<file path="src/rtl/apb_req_arbiter.sv">
// Round-robin arbiter that shares one APB master among NREQ requesters: it
// captures one request, drives the master's command inputs, and returns done/err/rdata.
module apb_req_arbiter #(
  parameter int NREQ    = 4,
  parameter int AW      = 33,
  parameter int DW      = 32,
  parameter int TIMEOUT = 255
) (
  input  logic               pclk,
  input  logic               preset,
  input  logic [NREQ-1:0]    req_valid,
  input  logic [NREQ-1:0]    req_write,
  input  logic [NREQ*AW-1:0] req_addr,
  input  logic [NREQ*DW-1:0] req_wdata,
  output logic [NREQ-1:0]    req_grant,
  output logic [NREQ-1:0]    req_done,
  output logic               req_err,
  output logic [DW-1:0]      req_rdata,
  output logic               transfer,
  output logic               Read_write,
  output logic [AW-1:0]      write_addr,
  output logic [AW-1:0]      read_addr,
  output logic [DW-1:0]      write_data,
  input  logic               psel,
  input  logic               penable,
  input  logic               pready,
  input  logic [DW-1:0]      readOut,
  input  logic               PSlavErr
);

  localparam int LW = (NREQ > 1) ? $clog2(NREQ) : 1;

  localparam logic [1:0] IDLE = 2'd0;
  localparam logic [1:0] XFER = 2'd1;
  localparam logic [1:0] DONE = 2'd2;

  localparam logic [7:0]      TLIM     = 8'(TIMEOUT - 1);
  localparam logic [LW-1:0]   LAST_RST = LW'(NREQ - 1);
  localparam logic [NREQ-1:0] ONE_HOT0 = NREQ'(1);

  logic [1:0]    state;
  logic [LW-1:0] last;
  logic [7:0]    tcnt;

  logic          any_req;
  logic [LW-1:0] win;
  logic [LW-1:0] cand;
  logic          cmpl;
  logic          finish_xfer;

  // Search starts just above the last winner and wraps, so a sole requester
  // equal to last is found on the final step and regranted.
  always_comb begin
    any_req = 1'b0;
    win     = last;
    cand    = '0;
    for (int k = 1; k <= NREQ; k++) begin
      cand = LW'((int'(last) + k) % NREQ);
      if (!any_req && req_valid[cand]) begin
        any_req = 1'b1;
        win     = cand;
      end
    end
  end

  assign cmpl        = psel & penable & pready;
  assign finish_xfer = cmpl | PSlavErr | (tcnt == TLIM);

  always_ff @(posedge pclk or posedge preset) begin
    if (preset) begin
      state      <= IDLE;
      last       <= LAST_RST;
      tcnt       <= '0;
      req_grant  <= '0;
      req_done   <= '0;
      req_err    <= 1'b0;
      req_rdata  <= '0;
      transfer   <= 1'b0;
      Read_write <= 1'b0;
      write_addr <= '0;
      read_addr  <= '0;
      write_data <= '0;
    end else begin
      req_done <= '0;
      case (state)
        IDLE: begin
          if (any_req) begin
            state      <= XFER;
            last       <= win;
            tcnt       <= '0;
            req_grant  <= ONE_HOT0 << win;
            transfer   <= 1'b1;
            Read_write <= req_write[win];
            write_addr <= req_addr[win*AW +: AW];
            read_addr  <= req_addr[win*AW +: AW];
            write_data <= req_write[win] ? req_wdata[win*DW +: DW] : '0;
          end
        end
        XFER: begin
          tcnt <= tcnt + 8'd1;
          // Completion takes precedence over timeout; a slave error always flags err.
          if (finish_xfer) begin
            state     <= DONE;
            transfer  <= 1'b0;
            req_done  <= req_grant;
            req_err   <= PSlavErr | ~cmpl;
            req_rdata <= (cmpl && !PSlavErr && !Read_write) ? readOut : '0;
          end
        end
        DONE: begin
          state     <= IDLE;
          req_grant <= '0;
        end
        default: begin
          state     <= IDLE;
          req_grant <= '0;
          transfer  <= 1'b0;
        end
      endcase
    end
  end

endmodule

</file>
<file path="config.mk">
export PLATFORM = sky130hd
export DESIGN_NAME = apb_req_arbiter
export DESIGN_NICKNAME = d
export VERILOG_FILES = /design/src/rtl/apb_req_arbiter.sv
export SDC_FILE = /design/constraint.sdc
export NUM_CORES = 1
export LEC_CHECK = 0
export CAP_MARGIN = 40
export CELL_PAD_IN_SITES_DETAIL_PLACEMENT = 1
export CELL_PAD_IN_SITES_GLOBAL_PLACEMENT = 1
export CORE_AREA = 3 3 171 173
export CTS_BUF_LIST = sky130_fd_sc_hd__clkbuf_4
export DETAILED_ROUTE_END_ITERATION = 6
export DIE_AREA = 0 0 174 176
export DONT_BUFFER_PORTS = 1
export PLACE_DENSITY_LB_ADDON = 0.1
export SKIP_LAST_GASP = 1
export SLEW_MARGIN = 20
export SYNTH_ARGS = -nofsm -noshare
export SYNTH_HDL_FRONTEND = slang
export SYNTH_SLANG_ARGS = --single-unit
</file>
<file path="constraint.sdc">
create_clock -name pclk -period 8.6 [get_ports pclk]
set_input_delay 1.72 -clock pclk [delete_from_list [all_inputs] [get_ports pclk]]
set_output_delay 1.72 -clock pclk [all_outputs]
set_load 0.05 [all_outputs]
</file>
# Word level (Yosys, flattened, before mapping)
# Index checks and enable logic that the tools add are counted.
[word_totals]
regBits = 120
input_bits = 306
output_inout_bits = 141
wordCells = 88
[classes]
n_lt_le_gt_ge = 5
addsub = 5
muxes = 32
bitwise_logic = 8
shifts = 3
n_eq_ne = 5
n_reduce_logical = 18
n_mul = 1
[ops]
columns = ["operator", "count"]
rows = [
  ["132-bit by 9-bit variable part select with 33-bit output", 1],
  ["128-bit by 8-bit variable part select with 32-bit output", 1],
  ["32-bit two-way mux", 2],
  ["8-bit one-hot mux with 2 select lines", 1],
  ["2-bit by 3-bit < comparator with 1-bit output, second input constant", 5],
  ["2-bit two-way mux", 6],
  ["4-bit two-way mux", 3],
  ["1-bit two-way mux", 11],
  ["1-bit binary-select mux with 2-bit select", 5],
  ["2-bit AND reduction", 5],
  ["8-bit by 1-bit adder with 8-bit output, second input constant", 1],
  ["8-bit == test, second input constant", 1],
  ["2-bit by 6-bit multiplier with 8-bit output, second input constant", 1],
  ["8-bit two-way mux", 1],
  ["4-bit one-hot mux with 2 select lines", 1],
  ["1-bit logical AND", 5],
  ["1-bit zero test", 5],
  ["2-bit by 1-bit adder with 2-bit output, second input constant", 2],
  ["2-bit adder, second input constant", 2],
  ["2-bit != test, second input constant", 2],
  ["2-bit one-hot mux with 2 select lines", 1],
  ["1-bit by 2-bit left shift with 4-bit output, first input constant", 1],
  ["1-bit NOT", 3],
  ["1-bit OR", 3],
  ["other kinds (7)", 8],
]

# Logic depth before layout (Yosys ltp)
# Gate-level depths: netlist (run 1).
[logic_depth]
word_depth = 16
depth_mapped = 9
depth_no_buf = 6

# Worst setup path before layout (run 1)
# No wires, ideal clock.
[synth_path]
kind = "input to register"
from = "in req_valid[2]"
to = "reg read_addr[10]"
slack_ps = 5227
path_stages = 8
n_path_buf = 3
setup_ps = 126
t_required_ps = 8474
t_arrival_ps = 3247
path_cell_list = "nor2_1 and2_1 buf_2 nor3_4 buf_6 buf_6 mux2_4 a221o_1"
[synth_between]
elab_chain_cells = 14
elab_cells_between_ends = 25
classes_between = "mul: 1; shift: 1; mux: 16; reduce/logical: 7"
[synth_rtl]
columns = ["item", "line", "rtl"]
rows = [
  ["start: declaration", "11", "input logic [NREQ-1:0] req_valid,"],
  ["1-bit binary-select mux with 2-bit select", "59", "if (!any_req && req_valid[cand]) begin"],
  ["1-bit two-way mux (not written as such)", "59", ""],
  ["1-bit two-way mux", "59", ""],
  ["1-bit zero test", "59", ""],
  ["1-bit logical AND", "59", ""],
  ["1-bit two-way mux", "59", ""],
  ["1-bit zero test", "59", ""],
  ["1-bit logical AND", "59", ""],
  ["1-bit two-way mux", "59", ""],
  ["1-bit zero test", "59", ""],
  ["1-bit logical AND", "59", ""],
  ["2-bit two-way mux", "59", ""],
  ["2-bit by 6-bit multiplier with 8-bit output", "95", "read_addr <= req_addr[win*AW +: AW];"],
  ["132-bit by 9-bit variable part select with 33-bit output", "95", ""],
  ["end signal: assignment", "95", ""],
  ["end: declaration", "22", "output logic [AW-1:0] read_addr,"],
]
# Several ways; a longest one is shown, not always the timed one. The select of a mux whose other input is x is not followed.
# A chain may end at the register's enable or synchronous reset.

# Final worst setup path (run 1)
[layout_path]
from = "reg read_addr[30]"
to = "out read_addr[30]"
# No word-level cell between the ends.

==> run summary, run 1 <==
The run finished with clean final reports. The number of gates resized after CTS is 0. The achievable clock frequency is 309 MHz. The number of cells traversed by the worst hold path is 1. The largest individual stage delay along the critical path comes from the cell sky130_fd_sc_hd__dfrtp_1. The min-delay analysis places its worst path in the category register to register. Summed over all nets, the half-perimeter wirelength after detailed placement is ~21000 um.

The core area came out at approximately 28000 sq um. The top cell type by total area after synthesis is sky130_fd_sc_hd__dfrtp_1. The total number of placement rows came out at roughly 60. Among all cell types in the netlist, the one instantiated most often is sky130_fd_sc_hd__dfrtp_1. The die outline width came out at 174 um. The area added between synthesis and finish came out at 19.6%. The average instance in the mapped netlist occupies about 11 sq um. The critical path goes through buf_8. VDD sags by at most 0.260 mV. The final clock skew came out at 0.0326 ns.

The number of nets with antenna violations after routing is 0. For the pin with the worst max-slew slack, the measured transition is ~0.72 ns. The number of clock buffers inserted by TritonCTS came out at 17. CTS saw 120 sinks.

In the finished design, the share of the clock period the worst path needs comes to 0.377. On the worst path, the slowest cell contributes a delay of roughly 0.75 ns. The vertical die dimension came out at about 180 um.

The number of nets at the end of the flow is around 930. The clock period minus worst slack is 3.24 ns. The sum of routed wire length over all layers is 27800 um. The number of global-route vias before repair is about 6000.

The maximum number of pins on one net before global-route repair came out at 71. Detailed routing placed a total of 13800 um of wire on met2. The wire length of the first global-routing pass is between 40000 and 50000 um. After synthesis the cells add up to 7130 sq um.

The H-tree generated during clock tree synthesis spans 4 levels. Setup repair after global routing left no endpoint under its margin. The initial antenna violation count was 5. The cell family contributing the most delay on the critical path is flip-flops. CTS placed an instance of sky130_fd_sc_hd__clkbuf_4 at the clock tree root. The clock tree buffer depth came out at 2. The count of routing violations after the opening detailed-route iteration came out at 287. In this run the post-CTS setup repair buffer count came out at 0. Ranked by instance count, the synthesized netlist is headed by 118 x sky130_fd_sc_hd__dfrtp_1, 42 x sky130_fd_sc_hd__nand2_1, 41 x sky130_fd_sc_hd__clkbuf_1.

The share of post-route cells with drive strength above 1 came out at 0.255. The share of the synthesized area in the top cell type is 0.414. The number of cells produced by synthesis is ~630. STA classifies the critical path startpoint as a register. After synthesis the netlist holds a flip-flop and latch count of 120. The endpoint of the worst-slack reg-to-reg timing path is write_data[3]. The number of synthesized flops with an enable pin is 0. The type of destination of the critical path is an output port. During synthesis, Yosys emitted a total of 0 warnings. The worst-case register-to-register setup slack came out at around 6 ns. The number of hold buffers added after CTS came out at 0.

Dividing the detail-routed via count by the number of cells gives 5.43. The startpoint identified for the worst hold timing path is tcnt[7]. The worst register-to-register path begins at last[1].

The power density over the cells is 457 nW/um^2. The path with the worst hold slack has its endpoint at tcnt[7]. Of all flip-flops after synthesis, the portion carrying an async set or reset was 1.00. The relative slew slack is 0.520.

The final hold violation count came to 0. The starting density of the core is 0.257. Detailed routing inserted a total of around 5500 vias. The iteration count of the initial detailed-routing pass is 4. For the worst flop-to-flop path, the logic depth is 7. The fraction of the yosys area taken by sequential cells came out at 0.421. In this run the top signal layer used is met5. The count of unresolved DRC violations after routing came out at 0. The share of the core filled with cells in the final layout is 0.307. Clock-pin slew was measured on the worst setup and hold paths at 0.15 ns. The die covers 30600 sq um. The critical path is of the register to output port type. The leftover overflow at the end of global routing is 0. The main flop type after synthesis is sky130_fd_sc_hd__dfrtp_1. The max-slew violation count came out at 0. Sorting the synthesized cells by area gives the leading types as sky130_fd_sc_hd__dfrtp_1 41%, sky130_fd_sc_hd__mux4_2 10%, sky130_fd_sc_hd__mux2_4 5.9%, sky130_fd_sc_hd__mux2i_1 4.8%, sky130_fd_sc_hd__a221o_1 4.6%. The number of endpoints failing setup at the final stage came out at 0. The routed wire length on met3 is ~2400 um. The sum of buffers and inverters on the critical path came out at 1. The average routed wire per standard cell came out at 27.3 um. The TritonCTS clock tree is built. The count of buffers inserted at the top-level ports is 0.

In this run the count of I/O pins placed on the die edge is between 400 and 500. The leakage power came out at 3.53 nW. The number of nets in the synthesized netlist is roughly 940.

The latest clock arrival within the worst-skew pair came out at 0.53 ns. After detailed routing, the wire length on met1 is 11200 um. The count of max-cap constraint violations is 0.

The routability congestion estimate is 0.790. The sum of negative setup slack came out at 0 ns. The biggest fanout along the worst timing path is 2. For the worst setup path, the data arrival time is 1.52 ns. The count of cell types in the netlist came out at 47. The critical path required time is between 6 and 7 ns. The total track usage came out at 0.175.
==> how the worst max path moves through the flow <==
stage	startpoint	to	slack, ns	depth (start not counted)
2_1_floorplan	preset	Read_write	3.70	1
3_5_place_dp	req_valid[2]	write_data[10]	4.75	6
6_report	read_addr[30]	read_addr[30]	5.36	1
4_1_cts	read_addr[30]	read_addr[30]	5.29	1
3_3_place_gp	req_valid[2]	write_data[5]	4.81	6
5_1_grt	read_addr[30]	read_addr[30]	5.25	1
==> metal layers <==
metal	global-route usage	vias to the layer above
li1	-	2360
met1	0.222	2837
met2	0.288	303
met3	0.0596	25
met4	0.0416	4
met5	0	-
==> layout make-up <==
type / count / area, sq um
antenna: 2 / 5.00
clock buffer: 17 / 128
clock inverter: 15 / 144
fill: 3076 / 19300
inverter: 34 / 130
multi-input combinational: 382 / 3490
sequential: 120 / 3010
tap: 378 / 473
timing repair buffer: 70 / 1160
==> cells in the final DEF, fill, tap and decap left out, types with 6 or more instances in the layout <==
master,netlist,routed
sky130_fd_sc_hd__dfrtp_1,118,118
sky130_fd_sc_hd__nand2_1,42,42
sky130_fd_sc_hd__mux4_2,32,32
sky130_fd_sc_hd__o31ai_1,34,34
sky130_fd_sc_hd__a221o_1,33,33
sky130_fd_sc_hd__buf_16,0,31
sky130_fd_sc_hd__nand3_1,6,6
sky130_fd_sc_hd__buf_8,0,8
sky130_fd_sc_hd__o21ai_0,6,6
sky130_fd_sc_hd__o21ai_1,8,8
sky130_fd_sc_hd__a22o_1,34,34
sky130_fd_sc_hd__mux2i_1,34,34
sky130_fd_sc_hd__buf_1,0,16
sky130_fd_sc_hd__nor2_1,9,9
sky130_fd_sc_hd__mux2_4,28,28
sky130_fd_sc_hd__inv_1,34,33
sky130_fd_sc_hd__nand4_1,36,36
sky130_fd_sc_hd__a21oi_1,33,33
sky130_fd_sc_hd__clkbuf_4,0,17
sky130_fd_sc_hd__buf_4,37,14
==> state kept, by name, indices dropped and copies added, names as in the netlist <==
signal,cells
Read_write,1
last,2
read_addr,33
req_done,4
req_err,1
req_grant,4
req_rdata,32
state,2
tcnt,8
transfer,1
write_data,32
==> metrics by stage <==
step                      total power [mW]  setup WS, ns  area, sq um  instances  hold WS, ns
after global placement                2.94          4.81         7200        928        0.457
after floorplan                       2.78          3.70         7130        628        0.439
after CTS                             3.93          5.29         8470       1014        0.490
after detailed placement              3.50          4.75         8200        982        0.471
after global routing                  4.11          5.25         8530       1018        0.538
final                                 3.90          5.36         8530       1018        0.485
==> report_power, final <==
part	total [mW]	internal (mW)	switching, mW
logic	2.21	0.973	1.24
registers	1.27	0.738	0.532
clock network	0.419	0.150	0.269
==> logic make-up (layout without fill, tap and decap cells) <==
| family | after synthesis | count (layout) | synth area share |
|---|---|---|---|
| muxes | 99 | 99 | 0.216 |
| buffers and inverters | 126 | 136 | 0.0926 |
| xor gates and xnor gates | 1 | 1 | 0.00123 |
| adders and majority gates | 2 | 2 | 0.00351 |
| other | 0 | 2 | 0 |
| and+or+nand+nor | 115 | 115 | 0.0860 |
| DFF | 120 | 120 | 0.421 |
| AOI/OAI and AO/OA | 165 | 165 | 0.180 |
(Power assumes the default switching activity.)
==> inputs of run 2 (changes only) <==
--- a/config.mk
+++ b/config.mk
@@ -8,10 +8,10 @@
 export CAP_MARGIN = 40
 export CELL_PAD_IN_SITES_DETAIL_PLACEMENT = 1
 export CELL_PAD_IN_SITES_GLOBAL_PLACEMENT = 1
-export CORE_AREA = 3 3 171 173
+export CORE_AREA = 3 3 173 175
 export CTS_BUF_LIST = sky130_fd_sc_hd__clkbuf_4
 export DETAILED_ROUTE_END_ITERATION = 6
-export DIE_AREA = 0 0 174 176
+export DIE_AREA = 0 0 176 178
 export DONT_BUFFER_PORTS = 1
 export PLACE_DENSITY_LB_ADDON = 0.1
 export SKIP_LAST_GASP = 1
==> constraint.sdc (replaced) <==
create_clock -name pclk -period 2.9 [get_ports pclk]
set_input_delay 0.58 -clock pclk [delete_from_list [all_inputs] [get_ports pclk]]
set_output_delay 0.58 -clock pclk [all_outputs]
set_load 0.05 [all_outputs]
==> run 2 against run 1 <==
Register-to-register slack got worse by 5.6 ns. Sequential power rose to 3.0 times the previous value. Non-clock buffer count fell by 4. Flip-flop and latch count did not move. Worst setup slack got worse by 5.0 ns. Sequential share of layout area rose by 0.10 points.
==> run summary, run 2 (synthesized netlist as in run 1, its figures left out) <==
The top cell types in the final layout, fill and taps aside, are 118 x sky130_fd_sc_hd__dfrtp_1, 42 x sky130_fd_sc_hd__nand2_1, 36 x sky130_fd_sc_hd__nand4_1. The die outline width is 176 um (+1.1%). The worst-case setup margin in the final layout came out at 0.379 ns (-4.98 ns).

The relative slew slack is 0.501 (-0.0189). The I/O pin count came out at 447 (unchanged). The proportion of total power due to net switching came out at 0.518 (-0.00437). The sum of routed wire length over all layers came out at 27300 um (-1.8%). The flow ran to the end, and the final reports show no timing, DRC or antenna violations.

The clock tree buffer depth is 2 (unchanged). The number of nets at the end of the flow was 929 (-0.43%). The biggest fanout along the worst timing path came out at 24 (+22). read_addr holds more flip-flops than any other register.

The TritonCTS clock tree is built. The overall die area came out at 31300 sq um (+2.3%). The library cell used most frequently in the layout, excluding fill and tap cells, is sky130_fd_sc_hd__dfrtp_1. The final clock skew was 0.0309 ns (-0.00170 ns). The count of routing violations after the opening detailed-route iteration is 232 (-19%). The setup fix buffers added after clock tree synthesis is 0 (unchanged).

The largest registers in the layout are read_addr x33, req_rdata x32, write_data x32. The count of max-cap constraint violations came out at 0 (unchanged). The critical path in this run is classified as register to register. The latest clock arrival within the worst-skew pair came to 0.52 ns (about the same).

The met1 usage is 0.202 (-0.0208). The detailed placement HPWL is 20500 um (-1.6%). The internal power was 5.57 mW (+200%).

The total track usage is 0.166 (-0.00874). The transition time of the tightest slew-check pin is 0.744 ns (+0.0243 ns). The routability congestion estimate came out at 0.751 (-4.9%).

The cell area after layout was 8510 sq um (-0.29%). The leftover overflow at the end of global routing came out at 0 (unchanged). The worst setup path is launched from a register. The max-slew violation count is 0 (unchanged). In this run the worst hold path is classified as input pin to asynchronous set/reset pin. The initial antenna violation count is 2 (-3). The worst setup path is captured at a register. The achievable clock frequency came out at 397 MHz. The total power is 11.6 mW (+200%). The routed via count is 5443 (-1.6%). The tree is rooted in a sky130_fd_sc_hd__clkbuf_4. The switching power total came out at 5.99 mW (+190%). The maximum number of pins on one net before global-route repair came to 121 (+70%). The flip-flop count of the largest register, all copies and words added was 33 (unchanged). The count of unresolved DRC violations after routing is 0 (unchanged). The worst setup timing slack at the placement stage came out at 0.340 ns (-4.41 ns). The number of clock buffers inserted by TritonCTS came out at 17 (unchanged). The wire length of the first global-routing pass is 39300 um (-3.4%). The clock slew seen by the registers of the worst setup and hold paths is 0.14 ns (about the same). The endpoint identified for the worst register-to-register timing path is write_data[3]. The maximum VDD drop is 0.639 mV (+150%). The global routing met2 resource utilization is 0.282 (-0.00594). The area added between synthesis and finish is 19.3%.

The total number of placement rows came out at 62 (+1.6%). The CTS H-tree depth came out at 4 (unchanged). The share of the core filled with cells in the final layout came out at 0.297 (-0.00992).

The number of nets with antenna violations after routing came out at 0 (unchanged). The clock period minus worst slack is 2.52 ns. The share of post-route cells with drive strength above 1 is 0.254 (-0.00154). The combinational cell fraction of total power came to 0.565 (-0.002). The core area came out at 28600 sq um (+3.0%).

The number of global-route vias before repair came out at 6026 (+0.72%). The starting density of the core is 0.249 (-0.00756). The power density over the cells is 1360 nW/um^2 (+200%). The critical path required time was 3.29 ns (-3.59 ns). The sequential share of power came to 0.324 (-0.002). The CTS sink count came out at 120 (unchanged). The average routed wire per standard cell came to 26.8 um (-2.0%). The portion of total power attributed to the clock network is 0.110 (+0.003). The sum of negative setup slack is 0 ns (unchanged). The ratio of routed vias to standard cells came to 5.34 (-1.7%). The number of endpoints failing setup at the final stage came out at 0 (unchanged). The number of gates resized after CTS came out at 0 (unchanged). The startpoint of the worst-slack reg-to-reg timing path is last[1]. The final hold violation count came out at 0 (unchanged). The number of cells traversed by the worst register-to-register path came to 6 (-1).

The final-layout fill cell count came to 3112 (+1.2%). The iteration count of the initial detailed-routing pass came out at 5 (+1). The vertical die dimension is 178 um (+1.1%). The global-route met3 utilization came out at 0.0547 (-0.00487). The leakage power is 3.52 nW (-0.34%). The number of hold buffers added after CTS came out at 0 (unchanged). The count of buffers inserted at the top-level ports is 0 (unchanged). The count of non-filler cells in the finished layout is 1020 (+0.20%). The placed cell area is 8210 sq um (+0.18%). The critical path arrival is 2.91 ns (+1.39 ns). Setup repair after global routing left no endpoint under its margin. In this run the most used layer during global routing was met2. The worst-case register-to-register setup slack came out at 0.38 ns (-5.55 ns). The post-route clock period utilization is 0.869. The placed cell count came out at 986 (+0.41%). The minimum hold slack came to 0.0623 ns (-0.423 ns).
[run 2: cell count changes in the layout (fill, tap and decap cells not counted), moves of 2 or more]
cell                       change
sky130_fd_sc_hd__buf_12        +5
sky130_fd_sc_hd__buf_16        -2
sky130_fd_sc_hd__buf_8         -6
sky130_fd_sc_hd__clkinv_2      +3
sky130_fd_sc_hd__inv_6         -4
[run 2: how the worst max path moves through the flow]
stage,from,cells after the start,slack (ns),to
2_1_floorplan,last[1],9,0.62,read_addr[10]
3_3_place_gp,last[1],6,0.40,write_data[13]
3_5_place_dp,last[1],6,0.34,write_data[13]
4_1_cts,last[1],6,0.34,write_data[28]
5_1_grt,last[1],6,0.25,write_data[28]
6_report,last[1],6,0.38,write_data[3]
[run 2: per-layer routing]
metal / routed length (um) / part of all wire
met5: 0 / 0
met4: 391 / 0.014
met3: 2180 / 0.080
met2: 13900 / 0.51
met1: 10800 / 0.40
[run 2: area by class of cell]
type,count,area [sq um],area share
diodes,2,5.00,0.000588
clock buffers,18,135,0.0159
clock inverters,14,151,0.0178
inverters,34,131,0.0154
multi-input cells,382,3490,0.410
flip-flops and latches,120,3010,0.353
well taps,384,480,0.0565
repair buffers,66,1110,0.130
[run 2: worst max-delay path, cell delays in order (launching register included)]
cell                      delay [ns]
sky130_fd_sc_hd__dfstp_2        0.63
sky130_fd_sc_hd__nor2_1         0.07
sky130_fd_sc_hd__and2_1         0.19
sky130_fd_sc_hd__nor3_4         0.25
sky130_fd_sc_hd__buf_4          0.46
sky130_fd_sc_hd__mux4_2         0.60
sky130_fd_sc_hd__a22o_1         0.21
[run 2: power groups by stage]
stage          clock network (mW)  logic (mW)  registers (mW)
4_1_cts                      1.35        6.65            3.76
3_3_place_gp                    0        3.75            5.14
6_report                     1.27        6.54            3.75
2_1_floorplan                   0        4.09            4.15
5_1_grt                      1.43        6.93            3.83
3_5_place_dp                    0        6.65            3.79
==> inputs of run 3 (changes only) <==
--- a/config.mk
+++ b/config.mk
@@ -14,6 +14,7 @@
 export DIE_AREA = 0 0 176 178
 export DONT_BUFFER_PORTS = 1
 export PLACE_DENSITY_LB_ADDON = 0.1
+export RECOVER_POWER = 100
 export SKIP_LAST_GASP = 1
 export SLEW_MARGIN = 20
 export SYNTH_ARGS = -nofsm -noshare
==> run 3 against run 2 <==
The flow now finishes with violations (max-capacitance violations, max-slew violations). Worst setup slack lost 0.082 ns. Routed wire length shrank 0.14%. Non-clock buffer count is the same. Via count is essentially flat. Clock power is essentially flat. Sequential power shrank 5%. Hold slack gained 0.11 ns. Maximum frequency shrank 3.2%. Cell count is the same. Global-route usage is the same. Critical path type unchanged. Total power shrank 10%. First-iteration DRC count shrank 5.6%.
==> run summary, run 3 (synthesized netlist as in run 1, its figures left out) <==
The share of the core filled with cells in the final layout came out at 0.271 (-0.0265). The power density over the cells came out at 1340 nW/um^2 (-1.6%). The initial antenna violation count came to 2 (unchanged). The placed cell count came to 986 (unchanged).

The maximum VDD drop is 0.550 mV (-14%). The sum of negative setup slack came out at 0 ns (unchanged). In this run the clock root is driven by a sky130_fd_sc_hd__clkbuf_4. The leftover overflow at the end of global routing is 0 (unchanged). The achievable clock frequency came out at 384 MHz (-3.2%).

The worst setup path is captured at a register. The count of unresolved DRC violations after routing came out at 0 (unchanged). The most frequent standard cell in the layout excluding fill and tap cells is sky130_fd_sc_hd__dfrtp_1. The sum of buffers and inverters on the critical path came out at 1 (unchanged). met2 is the most crowded layer.

The sum of routed wire length over all layers came out at 27300 um (-0.14%). The worst stage delay on the critical path is 0.68 ns (+0.05 ns). The top cell types in the final layout, fill and taps aside, are 118 x sky130_fd_sc_hd__dfrtp_1, 42 x sky130_fd_sc_hd__nand2_1, 36 x sky130_fd_sc_hd__nand4_1. The critical path arrival is 3.00 ns (+0.09 ns).

The clock tree buffer depth came to 2 (unchanged). The number of endpoints failing setup at the final stage came out at 0 (unchanged). The startpoint type of the worst setup path is a register. The leakage power is 3.16 nW (-10%). The number of nets with antenna violations after routing came out at 0 (unchanged).

The area of all sequential standard cells came out at 3010 sq um (unchanged). The number of gates resized after CTS is 0 (unchanged). The clock slew seen by the registers of the worst setup and hold paths is 0.15 ns (about the same). The routability congestion estimate came out at 0.751 (unchanged). The starting density of the core came out at 0.249 (unchanged). The I/O pin count came out at 447 (unchanged). The relative slew slack is -0.173 (-0.674). The minimum hold slack is 0.175 ns (+0.113 ns). The TritonCTS clock tree is built.

The biggest fanout along the worst timing path is 24 (unchanged). In the final layout, the registers with the most flip-flops are read_addr x33, req_rdata x32, write_data x32. The CTS sink count came out at 120 (unchanged). The final hold violation count came out at 0 (unchanged). The number of clock buffers inserted by TritonCTS is 17 (unchanged).

The wire length of the first global-routing pass is 39300 um (unchanged). The total track usage came out at 0.166 (unchanged). The clock period minus worst slack came out at 2.60 ns (+0.0823 ns). The checks that failed: max-capacitance violations, max-slew violations. The worst-case register-to-register setup slack came out at 0.30 ns (-0.08 ns). The global routing met2 resource utilization was 0.282 (unchanged). The ratio of routed vias to standard cells came out at 5.33 (about the same). The transition time of the tightest slew-check pin came to 1.76 ns (+1.02 ns). The detailed placement HPWL came out at 20500 um (unchanged). The core area is 28600 sq um (unchanged). The overall die area is 31300 sq um (unchanged). The vertical die dimension was 178 um (unchanged). The latest clock arrival within the worst-skew pair is 0.52 ns (about the same). The count of max-cap constraint violations is 1 (+1). The flip-flop count of the largest register, all copies and words added is 33 (unchanged). The worst-case setup margin in the final layout came out at 0.297 ns (-0.0823 ns).

The CTS H-tree depth came out at 4 (unchanged). More flip-flops sit in one register than any other, and that register is read_addr. The number of nets at the end of the flow came out at 929 (unchanged). The count of buffers inserted at the top-level ports came out at 0 (unchanged). The worst setup timing slack at the placement stage came out at 0.340 ns (unchanged). The final-layout fill cell count came to 3192 (+2.6%). The routed via count is 5440 (-0.055%). Walking the worst path, the cells encountered are nor2_1, and2_1, nor3_4, buf_4, mux4_2, a22o_1. The total number of placement rows is 62 (unchanged). The met1 usage is 0.202 (unchanged).

The count of routing violations after the opening detailed-route iteration is 219 (-5.6%). The final clock skew is 0.0332 ns (+0.00238 ns). The worst setup path is of the register to register kind. The global-route met3 utilization came to 0.0547 (unchanged). Broken down by cell family, the worst path's largest delay share belongs to flip-flops. The die outline width was 176 um (unchanged). The setup fix buffers added after clock tree synthesis is 0 (unchanged). The flow ran to the end, but the final reports show violations. Setup repair after global routing left no endpoint under its margin. The average routed wire per standard cell came out at 26.8 um (-0.14%). The classification of the worst-slack hold path is input pin to register. The post-route clock period utilization came out at 0.898 (+0.0284). The multi-input gate area in the final layout came out at 3480 sq um (-0.22%).

The number of hold buffers added after CTS is 0 (unchanged). The critical path required time is 3.29 ns (about the same). The number of global-route vias before repair is 6026 (unchanged).

The slowest stage cell on the critical path is sky130_fd_sc_hd__dfstp_1. The maximum number of pins on one net before global-route repair came out at 121 (unchanged). The share of post-route cells with drive strength above 1 is 0.196 (-0.0584). The count of non-filler cells in the finished layout is 1020 (unchanged). The iteration count of the initial detailed-routing pass was 4 (-1). The area growth from synthesis to layout is 8.61%. The max-slew violation count is 136 (+136).
## run 3: worst register-to-register path: stages (launching register included)
cell and delay (ns):
sky130_fd_sc_hd__dfstp_1 0.68, sky130_fd_sc_hd__nor2_1 0.09, sky130_fd_sc_hd__and2_1 0.20, sky130_fd_sc_hd__nor3_4 0.25, sky130_fd_sc_hd__buf_4 0.46, sky130_fd_sc_hd__mux4_2 0.62, sky130_fd_sc_hd__a22o_1 0.21
## run 3: final timing paths
check,from,end,depth (start not counted)
min reg2reg,tcnt[6],tcnt[6],1
max,last[1],write_data[3],6
max in group asynchronous,preset,read_addr[17],2
max reg2reg,last[1],write_data[3],6
min in group asynchronous,preset,write_data[9],2
min,readOut[6],req_rdata[6],2
## run 3: power by group
part           total, mW  internal, mW  leakage [nW]  switching, mW
combinational       5.52          1.84          1.44           3.68
sequential          3.56          2.19          1.57           1.38
clock               1.27         0.530         0.158          0.745
total               10.4          4.56          3.16           5.80
## run 3: metal layers
layer | wire [um] | vias to the layer above | share of wire
met5 | 0 | - | 0
met4 | 411 | 0 | 0.015
met3 | 2200 | 24 | 0.080
met2 | 13900 | 281 | 0.51
met1 | 10800 | 2793 | 0.40
li1 | - | 2342 | -
## run 3: metrics by stage
stage	area, sq um	total power [mW]
global placement	7310	8.89
global route	7750	11.0
finish	7750	10.4
detailed placement	8210	10.4
CTS	8500	11.8
floorplan	7140	8.24
## run 3: final cells by class
class	instances	area share
Multi-Input combinational cell	382	0.449
Sequential cell	120	0.388
Tap cell	384	0.0620
Timing Repair Buffer	66	0.0465
Clock inverter	14	0.0195
Clock buffer	18	0.0174
Inverter	34	0.0166
Antenna cell	2	0.000646
